==> config.mk <==
export PLATFORM = sky130hd
export DESIGN_NAME = fetch_unit
export DESIGN_NICKNAME = d
export VERILOG_FILES = /design/src/rtl/fetch_unit.sv
export SDC_FILE = /design/constraint.sdc
export NUM_CORES = 1
export LEC_CHECK = 0
export ABC_CLOCK_PERIOD_IN_PS = 4000
export BUFFER_PORTS_ARGS = -buffer_cell sky130_fd_sc_hd__clkbuf_2
export CAP_MARGIN = 25
export CORE_MARGIN = 5
export CORE_UTILIZATION = 50
export DETAILED_ROUTE_END_ITERATION = 12
export GPL_ROUTABILITY_DRIVEN = 0
export HOLD_SLACK_MARGIN = 0.05
export PLACE_DENSITY = 0.8
export SETUP_SLACK_MARGIN = 0.4
export SYNTH_ARGS = -nofsm -noshare
export SYNTH_HDL_FRONTEND = slang
export SYNTH_SLANG_ARGS = --single-unit
==> constraint.sdc <==
create_clock -name clk -period 4 [get_ports clk]
set_input_delay 0.2 -clock clk [delete_from_list [all_inputs] [get_ports clk]]
set_output_delay 0.2 -clock clk [all_outputs]
set_load 0.05 [all_outputs]
==> src/rtl/fetch_unit.sv <==
// fetch_unit: RISC-V instruction fetch with PC ownership, single-outstanding imem requests and a one-entry decode slot.
// Ports: clk/rst (async active-high); PCsrc/pc_target redirect from branch unit;
// id_ready decode handshake; imem_req/imem_addr/imem_gnt/imem_rvalid/imem_rdata memory side;
// if_valid/if_instr/if_pc/if_pc4 decode slot.
module fetch_unit #(
  parameter logic [31:0] RESET_PC  = 32'h0000_0000,
  parameter logic [31:0] NOP_INSTR = 32'h0000_0013
) (
  input  logic        clk,
  input  logic        rst,
  input  logic        PCsrc,
  input  logic [31:0] pc_target,
  input  logic        id_ready,
  output logic        imem_req,
  output logic [31:0] imem_addr,
  input  logic        imem_gnt,
  input  logic        imem_rvalid,
  input  logic [31:0] imem_rdata,
  output logic        if_valid,
  output logic [31:0] if_instr,
  output logic [31:0] if_pc,
  output logic [31:0] if_pc4
);
  typedef enum logic [1:0] {REQ, WAIT, DROP} state_t;
  state_t      state_q, state_d;
  logic [31:0] pc_q, pc_d, instr_q, instr_d, if_pc_q, if_pc_d, if_pc4_q, if_pc4_d, pc_inc;
  logic        valid_q, valid_d, fire, load;
  // Requests only go out when the slot is free or draining, so a response never finds it occupied.
  assign imem_req  = !rst && state_q == REQ && (!valid_q || id_ready);
  assign fire      = imem_req && imem_gnt;
  assign load      = state_q == WAIT && imem_rvalid && !PCsrc;
  assign pc_inc    = pc_q + 32'd4;
  assign imem_addr = pc_q;
  assign if_valid  = valid_q;
  assign if_instr  = instr_q;
  assign if_pc     = if_pc_q;
  assign if_pc4    = if_pc4_q;
  // A redirect turns any granted-but-unreturned access into a stale one that must be drained.
  always_comb begin
    state_d = state_q;
    if (PCsrc)
      state_d = (state_q == REQ) ? (fire ? DROP : REQ) : (imem_rvalid ? REQ : DROP);
    else if (state_q == REQ)
      state_d = fire ? WAIT : REQ;
    else if (imem_rvalid)
      state_d = REQ;
  end
  always_comb begin
    pc_d     = PCsrc ? (pc_target & ~32'd3) : load ? pc_inc : pc_q;
    valid_d  = !PCsrc && (load || (valid_q && !id_ready));
    instr_d  = load ? imem_rdata : instr_q;
    if_pc_d  = load ? pc_q : if_pc_q;
    if_pc4_d = load ? pc_inc : if_pc4_q;
  end
  always_ff @(posedge clk or posedge rst) begin
    if (rst) begin
      state_q  <= REQ;
      pc_q     <= RESET_PC;
      valid_q  <= 1'b0;
      instr_q  <= NOP_INSTR;
      if_pc_q  <= RESET_PC;
      if_pc4_q <= RESET_PC + 32'd4;
    end else begin
      state_q  <= state_d;
      pc_q     <= pc_d;
      valid_q  <= valid_d;
      instr_q  <= instr_d;
      if_pc_q  <= if_pc_d;
      if_pc4_q <= if_pc4_d;
    end
  end
endmodule

Word-level counts from Yosys, hierarchy flattened

Cells that the tools add are included.

Register bits after elaboration: 131
Latch bits: 0
Memory bits (writable): 0
Bits in read-only memories: 0
Input port bits: 70
Word-level logic and storage cells: 33
Memories: 0

Add/subtract/negate cells: 1
Multiply operators: 0
Div/mod/pow operators: 0
Magnitude comparators: 0
Equality and inequality tests: 1
Shifts and indexed selects: 0
Multiplexer cells: 9
Bitwise gates (word level): 0
Reduce and logical (&&, ||, !) cells: 16

Operators by type and width:

| operator                                                         | count |
|---|---|
| 32-bit 2-to-1 mux                                                | 2 |
| 32-bit by 3-bit adder with 32-bit output (second input constant) | 1 |
| 2-bit 2-to-1 mux                                                 | 6 |
| 1-bit logical AND                                                | 7 |
| 1-bit logical NOT                                                | 4 |
| 3-bit nonzero test                                               | 1 |
| 2-bit by 1-bit == test with 1-bit output (second input constant) | 1 |
| 2-bit logical NOT                                                | 1 |
| 1-bit logical OR                                                 | 2 |
| 2-bit nonzero test                                               | 1 |
| 1-bit 2-to-1 mux                                                 | 1 |

Longest topological paths before layout

Word-level depth: 7
Mapped depth: 7

Worst setup path after synthesis

OpenSTA, ideal clock, no wires.

Path kind: register -> register
Start point: register valid_q, in the netlist if_valid
End point: register state_q[1]
Library setup time: 0.086 ns
Arrival time: 2.689 ns
Path slack: 1.224 ns
Cell stages (with the launch flop): 5
Period minus slack after synthesis: 2.776 ns
Cells stage by stage: dfrtp_1 nor2b_1 nor4_1 a21oi_1 o22ai_1

Cells in the longest elaborated chain, start to end: 7

Ends and longest elaborated chain:

| what                           | line | source |
|---|---|---|
| from (decl)                    | 27   | `logic valid_q, valid_d, fire, load;` |
| from (signal assigned)         | 66   | `valid_q <= valid_d;` |
| 1-bit logical NOT              | 29   | `assign imem_req = !rst && state_q == REQ && (!valid_q \|\| id_ready);` |
| 1-bit logical OR               | 29   |  |
| 1-bit logical AND              | 29   |  |
| named net imem_req             | 14   | `output logic imem_req,` |
| 1-bit logical AND              | 30   | `assign fire = imem_req && imem_gnt;` |
| 2-bit 2-to-1 mux (2 in series) | 42   | `state_d = (state_q == REQ) ? (fire ? DROP : REQ) : (imem_rvalid ? REQ : DROP);` |
| 2-bit 2-to-1 mux               | 41   | `if (PCsrc)` |
| to (signal assigned)           | 64   | `state_q <= state_d;` |
| to (decl)                      | 25   | `state_t state_q, state_d;` |

The timed path passes the listed nets, and every way through them passes these cells.
A chain may end at the register's enable or synchronous reset.

Worst setup path in the final report

Start point: register state_q[1]
End point: register instr_q[19], in the netlist if_instr[19]

Cells in the longest elaborated chain, start to end: 3

Ends and longest elaborated chain:

| what                                     | line | source |
|---|---|---|
| 2-bit by 1-bit == test with 1-bit output | 31   | `assign load = state_q == WAIT && imem_rvalid && !PCsrc;` |
| 1-bit logical AND (2 in series)          | 31   |  |
| to (signal assigned)                     | 67   | `instr_q <= instr_d;` |
| to (decl)                                | 26   | `logic [31:0] pc_q, pc_d, instr_q, instr_d, if_pc_q, if_pc_d, if_pc4_q, if_pc4_d, pc_inc;` |

Every way passes these cells.

==> run_results.csv <==
group,metric,value,unit
worst_hold_path,worstHoldPathType,"input pin to flop",
worst_setup_path,timing.critical_path.slowest_stage_cell,"sky130_fd_sc_hd__nor2_4",
clocking,number_of_resized_instances_in_the_post_cts_repair_step,0,
finish,drive_above_1_share,0.276,
finish,finalCoreUtilization,0.706,
power_and_ir_drop,max_vdd_drop,0.000744,V
finish,multi_input_comb_area,2450,sq um
power_and_ir_drop,internal-power,2.93,mW
clocking,tritoncts,"built",
global_routing,overflow,0,
route,routed_wirelength,16900,microns
timing,final_hold_viol_count,0,
timing,maxClockFrequency,432,MHz
timing,skew,0.00912,ns
clocking,clockRootBuffer,"sky130_fd_sc_hd__clkbuf_16",
global_routing,grt_pass1_vias,5439,
global_routing,grt_use_total,0.246,
power_and_ir_drop,power.share.combinational,0.368,
worst_setup_path,crit_path_max_incr_delay,0.76,ns
power_and_ir_drop,cellPowerDensity,657,nW/um^2
timing,grt_setup_unrepaired,"false",
synth,yosysUniqueCellTypes,34,
synth,synth-edff-count,0,
die,die-width,118,microns
route,detail-route-antenna-nets,0,
die,design.die.area,13900,sq um
worst_setup_path,critical_path.endpoint_type,"flop",
die,placement_rows,39,
die,initial_utilization,0.510,
clocking,cts_buffer_depth,2,
power_and_ir_drop,p_total,5.29,mW
power_and_ir_drop,power.net_switching,2.37,mW
synth,average_footprint_of_a_synthesized_cell,8.86,sq um
timing,slew-limit-headroom,0.463,
worst_setup_path,worstPathCellList,"nand3b_1, nor2_4, buf_4, nand2_1, nand2_1",
power_and_ir_drop,total_leakage_power,4.05,nW
clocking,clock_latency,0.41,ns
synth,synth_ff_type,"sky130_fd_sc_hd__dfrtp_1",
placement,hpwlAfterDp,10600,microns
global_routing,grt_antenna_before_repair,0,
timing,timing.final.setup_violations,0,
finish,areaGrowthSynthToFinish,38.6,%
synth,ys_seq_area_frac,0.538,
timing,finalCriticalPeriod,2.32,ns
worst_setup_path,crit_arrival,2.66,ns
route,wl_per_cell,16.2,microns
global_routing,grt_first_pass_wirelength,28000,microns
worst_setup_path,worstSetupPathType,"flop to flop",
finish,most-common-layout-cells,"sky130_fd_sc_hd__nand2_1 (260), sky130_fd_sc_hd__clkbuf_2 (191), sky130_fd_sc_hd__dfrtp_1 (121), sky130_fd_sc_hd__dlygate4sd3_1 (64), sky130_fd_sc_hd__o21ai_0 (42)",
worst_setup_path,required_time_of_the_critical_path,4.34,ns
clocking,cts_sink_count,125,
worst_setup_path,crit_top_cell,"sky130_fd_sc_hd__nand2_1",
finish,mostFrequentLayoutCell,"sky130_fd_sc_hd__nand2_1",
power_and_ir_drop,clockPowerShare,0.288,
die,die_height,118,microns
route,firstDrtPassIters,5,
timing,finalCritPeriodShare,0.579,
global_routing,grt_max_degree,81,
clocking,holdBufCountCts,63,
synth,ys_warn_count,0,
power_and_ir_drop,power.switching_fraction,0.447,
finish,nFillCells,843,
timing,holdWs,0.0715,ns
synth,synthArstFlopShare,1.00,
clocking,cts.htree.levels,4,
worst_setup_path,critical_path.startpoint_type,"flop",
clocking,tritoncts.num_buffers,17,
placement,io_buffers,191,
clocking,cts_post_setup_buffers_inserted,0,
route,detail_route.vias_per_cell,5.15,
finish,seqCellArea,3130,sq um
synth,synth_seq_cells,125,
synth,synth_cells,657,
die,io-pin-count,200,
power_and_ir_drop,seq_power_share,0.344,
finish,ant_diodes,0,
flow_run,maxCapViolCount,0,
timing,worst-slew-pin-transition,0.804,ns
timing,report.final.slew_viol_count,0,
route,vias,5388,
die,coreArea,11400,sq um
status,status,"completed",
route,drt-initial-drc-count,551,
clocking,cts.reportedPaths.clkPinSlew,0.06,ns
route,drc,0,
worst_setup_path,path_max_fanout,33,
synth,netlist_area,5820,sq um
finish,fin_nets,961,
timing,setup-tns-final,0,ns
## sequential cells by signal (all words and copies together), names as in the netlist
register	count
if_pc	30
state_q	2
if_pc4	30
if_instr	32
if_valid	1
imem_addr	30
## synth_stat cells (8+ instances only)
cell type / instances / share of area
sky130_fd_sc_hd__nand2_1: 261 / 0.17
sky130_fd_sc_hd__o21ai_1: 16 / 0.014
sky130_fd_sc_hd__nor2_1: 19 / 0.012
sky130_fd_sc_hd__xnor2_1: 31 / 0.047
sky130_fd_sc_hd__o21ai_0: 42 / 0.036
sky130_fd_sc_hd__dfrtp_1: 121 / 0.52
sky130_fd_sc_hd__buf_4: 8 / 0.010
sky130_fd_sc_hd__xor2_1: 26 / 0.039
sky130_fd_sc_hd__buf_2: 19 / 0.016
sky130_fd_sc_hd__nand4_1: 16 / 0.017
sky130_fd_sc_hd__clkbuf_1: 26 / 0.017
sky130_fd_sc_hd__nor3_1: 13 / 0.011
sky130_fd_sc_hd__nand3_1: 18 / 0.015
## power by group through the flow
| stage | Combinational [mW] | Clock, mW | Sequential, mW |
|---|---|---|---|
| floorplan | 0.373 | 0 | 2.87 |
| global placement | 1.86 | 0 | 1.81 |
| detailed placement | 1.89 | 0 | 1.82 |
| CTS | 1.94 | 1.53 | 1.81 |
| global route | 2.05 | 1.60 | 1.86 |
| finish | 1.95 | 1.53 | 1.82 |
## worst max-delay path: cells and delay by family (launching register included)
kind	cells	cell delay, ns
buffers and inverters	1	0.46
DFF	1	0.39
and+or+nand+nor	4	1.40
## cell families (layout without fill, tap and decap cells)
logic type	after synthesis	in the layout	synth area share
and+or+nand+nor	355	355	0.272
DFF	125	125	0.538
AOI/OAI and AO/OA	61	61	0.0533
xor gates and xnor gates	57	57	0.0858
buffers and inverters	56	297	0.0454
adders and majority gates	1	1	0.00215
other	1	6	0.000645
muxes	1	1	0.00172
## layout make-up
class	count	area share
tap	143	0.0222
multi-input combinational	481	0.305
inverter	3	0.00171
timing repair buffer	262	0.210
clock inverter	15	0.0206
sequential	125	0.389
clock buffer	17	0.0528
## final timing paths
check / start / endpoint / slack, ns / depth (start not counted)
max in group asynchronous: rst / if_instr[1]$_DFFE_PP1P_ / 2.68 / 5
hold reg to reg: if_instr[0]$_DFFE_PP1P_ / if_instr[0]$_DFFE_PP1P_ / 0.46 / 2
setup reg to reg: state_q[1]$_DFFE_PP0P_ / if_instr[19]$_DFFE_PP0P_ / 1.68 / 5
hold / removal: imem_gnt / state_q[0]$_DFFE_PP0P_ / 0.07 / 3
min in group asynchronous: rst / imem_addr[5]$_DFFE_PP0P_ / 0.33 / 3
setup / recovery: state_q[1]$_DFFE_PP0P_ / if_instr[19]$_DFFE_PP0P_ / 1.68 / 5
## per-stage QoR
stage | area, sq um | std cells | setup slack (ns)
2_1_floorplan | 5840 | 662 | 0.479
3_3_place_gp | 6770 | 948 | 1.70
3_5_place_dp | 6800 | 949 | 1.69
4_1_cts | 8020 | 1044 | 1.66
5_1_grt | 8060 | 1046 | 1.51
6_report | 8060 | 1046 | 1.68
## metal layers
metal,vias to the layer above,track usage,wire (microns)
li1,2585,-,-
met1,2552,0.321,7080
met2,219,0.404,8450
met3,32,0.0533,1030
met4,0,0.0875,363
met5,-,0,0
Power figures use the tool's default switching activity.
